`config.mk`:
```
export PLATFORM = sky130hd
export DESIGN_NAME = pc_sequencer
export DESIGN_NICKNAME = d
export VERILOG_FILES = /design/src/rtl/pc_sequencer.sv
export SDC_FILE = /design/constraint.sdc
export NUM_CORES = 1
export LEC_CHECK = 0
export ABC_AREA = 1
export CORE_MARGIN = 3
export CORE_UTILIZATION = 58
export DETAILED_ROUTE_END_ITERATION = 6
export GPL_ROUTABILITY_DRIVEN = 0
export PLACE_DENSITY_LB_ADDON = 0.12
export SLEW_MARGIN = 40
export SYNTH_ARGS = -nofsm -noshare
export SYNTH_HDL_FRONTEND = slang
export SYNTH_SLANG_ARGS = --single-unit
```
`constraint.sdc`:
```
create_clock -name clk_i -period 3.5 [get_ports clk_i]
set_input_delay 0.7 -clock clk_i [delete_from_list [all_inputs] [get_ports clk_i]]
set_output_delay 0.7 -clock clk_i [all_outputs]
set_load 0.05 [all_outputs]
```
`src/rtl/pc_sequencer.sv`:
```
// -----------------------------------------------------------------------------
// pc_sequencer
//
// Purpose:
//   Instruction-address sequencer that feeds `main`. It issues a word-aligned
//   pc stream with a valid/stall handshake and takes branch/jump redirects.
//   A redirect that arrives while the consumer stalls is held until the next
//   accept edge. A run stops when the END_PC address is accepted, or when
//   MAX_STEPS pcs have been accepted; done/timeout report which one ended it.
//
// Ports:
//   clk_i          system clock; all state changes on the rising edge
//   rst_n_i        synchronous active-low reset
//   start_i        one-cycle pulse that begins or restarts a run
//   stall_i        consumer not ready; the current pc is not accepted
//   redirect_i     branch/jump taken
//   redirect_pc_i  redirect target address
//   pc_o           current instruction address (registered)
//   pc_valid_o     pc_o is meaningful (registered, high in RUN)
//   step_cnt_o     number of pcs accepted in this run
//   busy_o         high while in RUN
//   done_o         sticky run-complete flag
//   timeout_o      sticky, the run ended because MAX_STEPS was reached
//   align_err_o    sticky, a misaligned redirect target ended the run
//
// Build option:
//   PC_ALIGN_CHECK_EN  When defined, a redirect target with nonzero bits [1:0]
//                      ends the run and sets align_err_o; pc_o is not updated.
//                      When undefined, target bits [1:0] are cleared silently
//                      and align_err_o is tied low.
//
// States:
//   state | meaning
//   IDLE  | after reset; waiting for start_i
//   RUN   | issuing pcs; pc_valid_o and busy_o high
//   DONE  | run finished; pc_o and step_cnt_o hold; waiting for start_i
// -----------------------------------------------------------------------------
module pc_sequencer #(
  parameter logic [31:0] RESET_PC  = 32'h0000_0000,
  parameter logic [31:0] END_PC    = 32'h0000_0100,
  parameter int unsigned CNT_W     = 16,
  parameter int unsigned MAX_STEPS = 250
) (
  input  logic             clk_i,
  input  logic             rst_n_i,
  input  logic             start_i,
  input  logic             stall_i,
  input  logic             redirect_i,
  input  logic [31:0]      redirect_pc_i,
  output logic [31:0]      pc_o,
  output logic             pc_valid_o,
  output logic [CNT_W-1:0] step_cnt_o,
  output logic             busy_o,
  output logic             done_o,
  output logic             timeout_o,
  output logic             align_err_o
);

  localparam logic [1:0] ST_IDLE = 2'd0;
  localparam logic [1:0] ST_RUN  = 2'd1;
  localparam logic [1:0] ST_DONE = 2'd2;

  localparam logic [CNT_W-1:0] MAX_STEPS_C = CNT_W'(MAX_STEPS);
  localparam logic [CNT_W-1:0] ONE_C       = CNT_W'(1);

  logic [1:0]       state_q,      state_d;
  logic [31:0]      pc_q,         pc_d;
  logic             pc_valid_q,   pc_valid_d;
  logic             busy_q,       busy_d;
  logic [CNT_W-1:0] step_q,       step_d;
  logic             done_q,       done_d;
  logic             timeout_q,    timeout_d;
  logic             align_err_q,  align_err_d;
  logic             pend_valid_q, pend_valid_d;
  logic [31:0]      pend_pc_q,    pend_pc_d;

  logic [CNT_W-1:0] step_inc;
  logic [31:0]      pc_seq;
  logic             tgt_take;
  logic [31:0]      tgt_raw;
  logic [31:0]      tgt_pc;
  logic             tgt_misaligned;

  assign step_inc = step_q + ONE_C;
  // Sequential successor; wraps modulo 2^32 with no flag.
  assign pc_seq   = pc_q + 32'd4;

  // A held redirect outranks one arriving on the accept edge itself.
  assign tgt_take = pend_valid_q | redirect_i;
  assign tgt_raw  = pend_valid_q ? pend_pc_q : redirect_pc_i;

`ifdef PC_ALIGN_CHECK_EN
  assign tgt_pc         = tgt_raw;
  assign tgt_misaligned = |tgt_raw[1:0];
`else
  assign tgt_pc         = tgt_raw & 32'hFFFF_FFFC;
  assign tgt_misaligned = 1'b0;
`endif

  always_comb begin
    state_d      = state_q;
    pc_d         = pc_q;
    pc_valid_d   = pc_valid_q;
    busy_d       = busy_q;
    step_d       = step_q;
    done_d       = done_q;
    timeout_d    = timeout_q;
    align_err_d  = align_err_q;
    pend_valid_d = pend_valid_q;
    pend_pc_d    = pend_pc_q;

    case (state_q)
      ST_IDLE, ST_DONE: begin
        if (start_i) begin
          state_d      = ST_RUN;
          pc_d         = RESET_PC;
          pc_valid_d   = 1'b1;
          busy_d       = 1'b1;
          step_d       = '0;
          done_d       = 1'b0;
          timeout_d    = 1'b0;
          align_err_d  = 1'b0;
          pend_valid_d = 1'b0;
        end
      end

      ST_RUN: begin
        if (!stall_i) begin
          step_d       = step_inc;
          pend_valid_d = 1'b0;
          // Termination looks at the pc being accepted, so a finished run
          // leaves pc_o on the last accepted address rather than its successor.
          if (pc_q == END_PC) begin
            state_d    = ST_DONE;
            pc_valid_d = 1'b0;
            busy_d     = 1'b0;
            done_d     = 1'b1;
          end else if (step_inc == MAX_STEPS_C) begin
            state_d    = ST_DONE;
            pc_valid_d = 1'b0;
            busy_d     = 1'b0;
            done_d     = 1'b1;
            timeout_d  = 1'b1;
          end else if (tgt_take && tgt_misaligned) begin
            state_d     = ST_DONE;
            pc_valid_d  = 1'b0;
            busy_d      = 1'b0;
            done_d      = 1'b1;
            align_err_d = 1'b1;
          end else if (tgt_take) begin
            pc_d = tgt_pc;
          end else begin
            pc_d = pc_seq;
          end
        end else if (redirect_i) begin
          // Latest redirect seen during a stall wins.
          pend_valid_d = 1'b1;
          pend_pc_d    = redirect_pc_i;
        end
      end

      default: begin
        state_d      = ST_IDLE;
        pc_valid_d   = 1'b0;
        busy_d       = 1'b0;
        pend_valid_d = 1'b0;
      end
    endcase
  end

  always_ff @(posedge clk_i) begin
    if (!rst_n_i) begin
      state_q      <= ST_IDLE;
      pc_q         <= RESET_PC;
      pc_valid_q   <= 1'b0;
      busy_q       <= 1'b0;
      step_q       <= '0;
      done_q       <= 1'b0;
      timeout_q    <= 1'b0;
      align_err_q  <= 1'b0;
      pend_valid_q <= 1'b0;
      pend_pc_q    <= '0;
    end else begin
      state_q      <= state_d;
      pc_q         <= pc_d;
      pc_valid_q   <= pc_valid_d;
      busy_q       <= busy_d;
      step_q       <= step_d;
      done_q       <= done_d;
      timeout_q    <= timeout_d;
      align_err_q  <= align_err_d;
      pend_valid_q <= pend_valid_d;
      pend_pc_q    <= pend_pc_d;
    end
  end

  assign pc_o       = pc_q;
  assign pc_valid_o = pc_valid_q;
  assign step_cnt_o = step_q;
  assign busy_o     = busy_q;
  assign done_o     = done_q;
  assign timeout_o  = timeout_q;

`ifdef PC_ALIGN_CHECK_EN
  assign align_err_o = align_err_q;
`else
  // Never set in this build; kept as a register only so both builds share
  // the same state structure.
  assign align_err_o = align_err_q & 1'b0;
`endif

endmodule
```
==> impl_metrics.tcl <==
set metrics [dict create \
    synth.distinct_cells 37 \
    skew_ps 9.37 \
    initial_utilization_pct 61.1 \
    grt_pass1_vias 5242 \
    max_slew_margin_pct 47.3 \
    endpoint_kind "register" \
    cts_made_buffers 9 \
    yosys_most_used_dff "dfxtp_1" \
    start_kind "register" \
    core_um2 8420 \
    grt-ovfl-total 0 \
    crit_slowest_cell "dfxtp_1" \
    worst_hold_slack_ps 462 \
    clockRootBuffer "clkbuf_8" \
    drtAntennaViolNets 0 \
    dieArea_um2 10000 \
    synthCells 825 \
    power_frac_clock_pct 25.3 \
    grt_max_degree 64 \
    intPower_uw 1660 \
    pre_cts_ws_ps 626 \
    htree_levels 3 \
    antenna_cells 0 \
    slew_violations 0 \
    final_cell_mix "195 x nand2_1, 160 x nor2_1, 83 x clkdlybuf4s50_1" \
    grt_pass1_wl_mm 25.0 \
    postCtsHoldBufs 0 \
    cts.repair.resized 0 \
    mostFrequentLayoutCell "nand2_1" \
    min_path_type "register to register" \
    hold_viol_final 0 \
    synth_edf_count 0 \
    insertion_delay_ps 370 \
    fin_nets 932 \
    cap_viol_max_count 0 \
    wirelength_mm 15.4 \
    max_freq_mhz 384 \
    cts.sinks 82 \
    dp_hpwl_mm 11.2 \
    hold_end "timeout_o" \
    worstPathRequired_ps 3760 \
    r2r_cells 16 \
    crit_type "register to register" \
    yosysSeqAreaShare_pct 31.9 \
    ys_warn_count 0 \
    synth_top_cell_by_area "dfxtp_1" \
    cpMostUsedCell "nand2_1" \
    p_seq_share_pct 40.9 \
    drt_iter0_markers 505 \
    synthTopCellsByArea "dfxtp_1 32%, nand2_1 14%, nor2_1 12%" \
    ir_drop_v 0.000250 \
    antenna_found_initial 0 \
    track_usage_pct 30.9 \
    rows 33 \
    dieWidth_um 100 \
    tns_ps 0 \
    holdCritStartpoint "timeout_o" \
    setup_ws_ps 898 \
    cts.reportedPaths.clkPinSlew_ps 90 \
    outcome "finished clean" \
    port_buffers 84 \
    clock_path_buffers 2 \
    reg2reg_from "step_cnt_o[0]" \
    cts_tree "built" \
    reg2reg_to "pc_o[31]" \
    p_total_uw 2770 \
    cp_cell_sequence "ha_1 -> nand3_1 -> nor2_1 -> nand2_1 -> nand2_1 -> nand2_1 -> nor2_1 -> nand2_1 -> nor2_1 -> nand2_2 -> nand2_2 -> nand2_2 -> nand2_1 -> nand2_1 -> nand2_1 -> nor2_1" \
    switchingPower_uw 1110 \
    drive_gt1_share_pct 6.82 \
    p_comb_share_pct 33.8 \
    powerDensity_nw_per_um2 448 \
    period_share_pct 74.3 \
    timing.final.setup_violations 0 \
    max_stage_delay_ps 460 \
    p_leak_uw 0.00246 \
    ioPinCount 90 \
    grt_setup_unrepaired "no" \
    area_growth_pct 20.1 \
    wl_per_cell_um 15.5 \
    synth_seq_cells 82 \
    cts_setup_buffers 0 \
    finalCriticalPeriod_ps 2600 \
    num_vias 5803 \
    async_reset_ff_share_pct 0 \
    p_sw_share_pct 39.9 \
    tightest_slew_ps 786 \
    post-route-util_pct 73.4 \
    worstHoldPathCells 2 \
    crit_arrival_ps 2870 \
    drcViolationCount 0 \
    firstDrtPassIters 5 \
    via_per_inst 5.81 \
    mappedNetlistArea_um2 5150 \
    r2r_slack_ps 900 \
    cp_max_fo 12 \
    die_h_um 100 \
    syn_area_per_cell_um2 6.24 \
    synth_top_area_share_pct 31.9 \
]
flip-flops by register name, indices dropped and copies added, names as in the netlist:
signal / count
step_cnt_o: 16
pend_valid_q: 1
pend_pc_q: 30
busy_o: 1
pc_o: 30
state_q: 2
timeout_o: 1
done_o: 1
cells by family (layout without fill, tap and decap cells):
logic type | Yosys count | count (layout) | share of synthesized area (%)
AO/OA/AOI/OAI | 137 | 137 | 16.2
XOR/XNOR | 16 | 16 | 2.72
adder cells (fa/ha/maj) | 5 | 5 | 1.22
buffers and inverters | 109 | 176 | 8.99
flip-flops | 82 | 82 | 31.9
other | 1 | 3 | 0.0729
AND/OR/NAND/NOR | 475 | 475 | 38.9
critical path, delay by kind of cell, from the launching register on:
kind,cells,cell delay [ps]
simple gates,15,1730
fa+ha+maj,1,290
flops,1,460
worst max-delay path by stage:
stage             startpoint       end  slack, ps  cells after the start
2_1_floorplan  step_cnt_o[1]  pc_o[22]        980                     16
3_3_place_gp      redirect_i  pc_o[20]        590                      9
3_5_place_dp      redirect_i  pc_o[20]        630                      9
4_1_cts        step_cnt_o[0]  pc_o[31]        940                     16
5_1_grt        step_cnt_o[0]  pc_o[23]        650                     16
6_report       step_cnt_o[0]  pc_o[31]        900                     16
cells in the mapped netlist (all sizes together), types with 9 or more instances:
cell type	n
nand2	199
nor2	165
dfxtp	82
inv	64
a21oi	63
nand3	57
o21ai	49
clkbuf	23
nand4	21
buf	19
nor3	19
xor2	10
o22ai	9
power groups by stage:
stage | logic [µW] | clock network (µW) | registers (µW)
6_report | 935 | 700 | 1130
5_1_grt | 1010 | 745 | 1150
4_1_cts | 930 | 703 | 1130
3_5_place_dp | 923 | 0 | 1150
3_3_place_gp | 908 | 0 | 1140
2_1_floorplan | 480 | 0 | 1300
area by class of cell:
| type | instances | area (µm²) |
|---|---|---|
| Multi-Input combinational cell | 636 | 3060 |
| Clock inverter | 6 | 66.3 |
| Fill cell | 740 | 2240 |
| Tap cell | 105 | 131 |
| Timing Repair Buffer | 94 | 911 |
| Inverter | 67 | 251 |
| Sequential cell | 82 | 1640 |
| Clock buffer | 9 | 124 |
metal layers:
layer	up-vias	track usage (%)	routed length [µm]
met5	-	0	0
met4	0	16.9	750
met3	56	4.24	1080
met2	291	52.2	7460
met1	2640	37.9	6150
li1	2816	-	-
metrics by stage:
| step | area, µm² | cells |
|---|---|---|
| 4_1_cts | 6180 | 999 |
| 3_5_place_dp | 5990 | 984 |
| 5_1_grt | 6180 | 999 |
| 2_1_floorplan | 5150 | 827 |
| 3_3_place_gp | 5990 | 984 |
| 6_report | 6180 | 999 |
(Power assumes the default switching activity.)
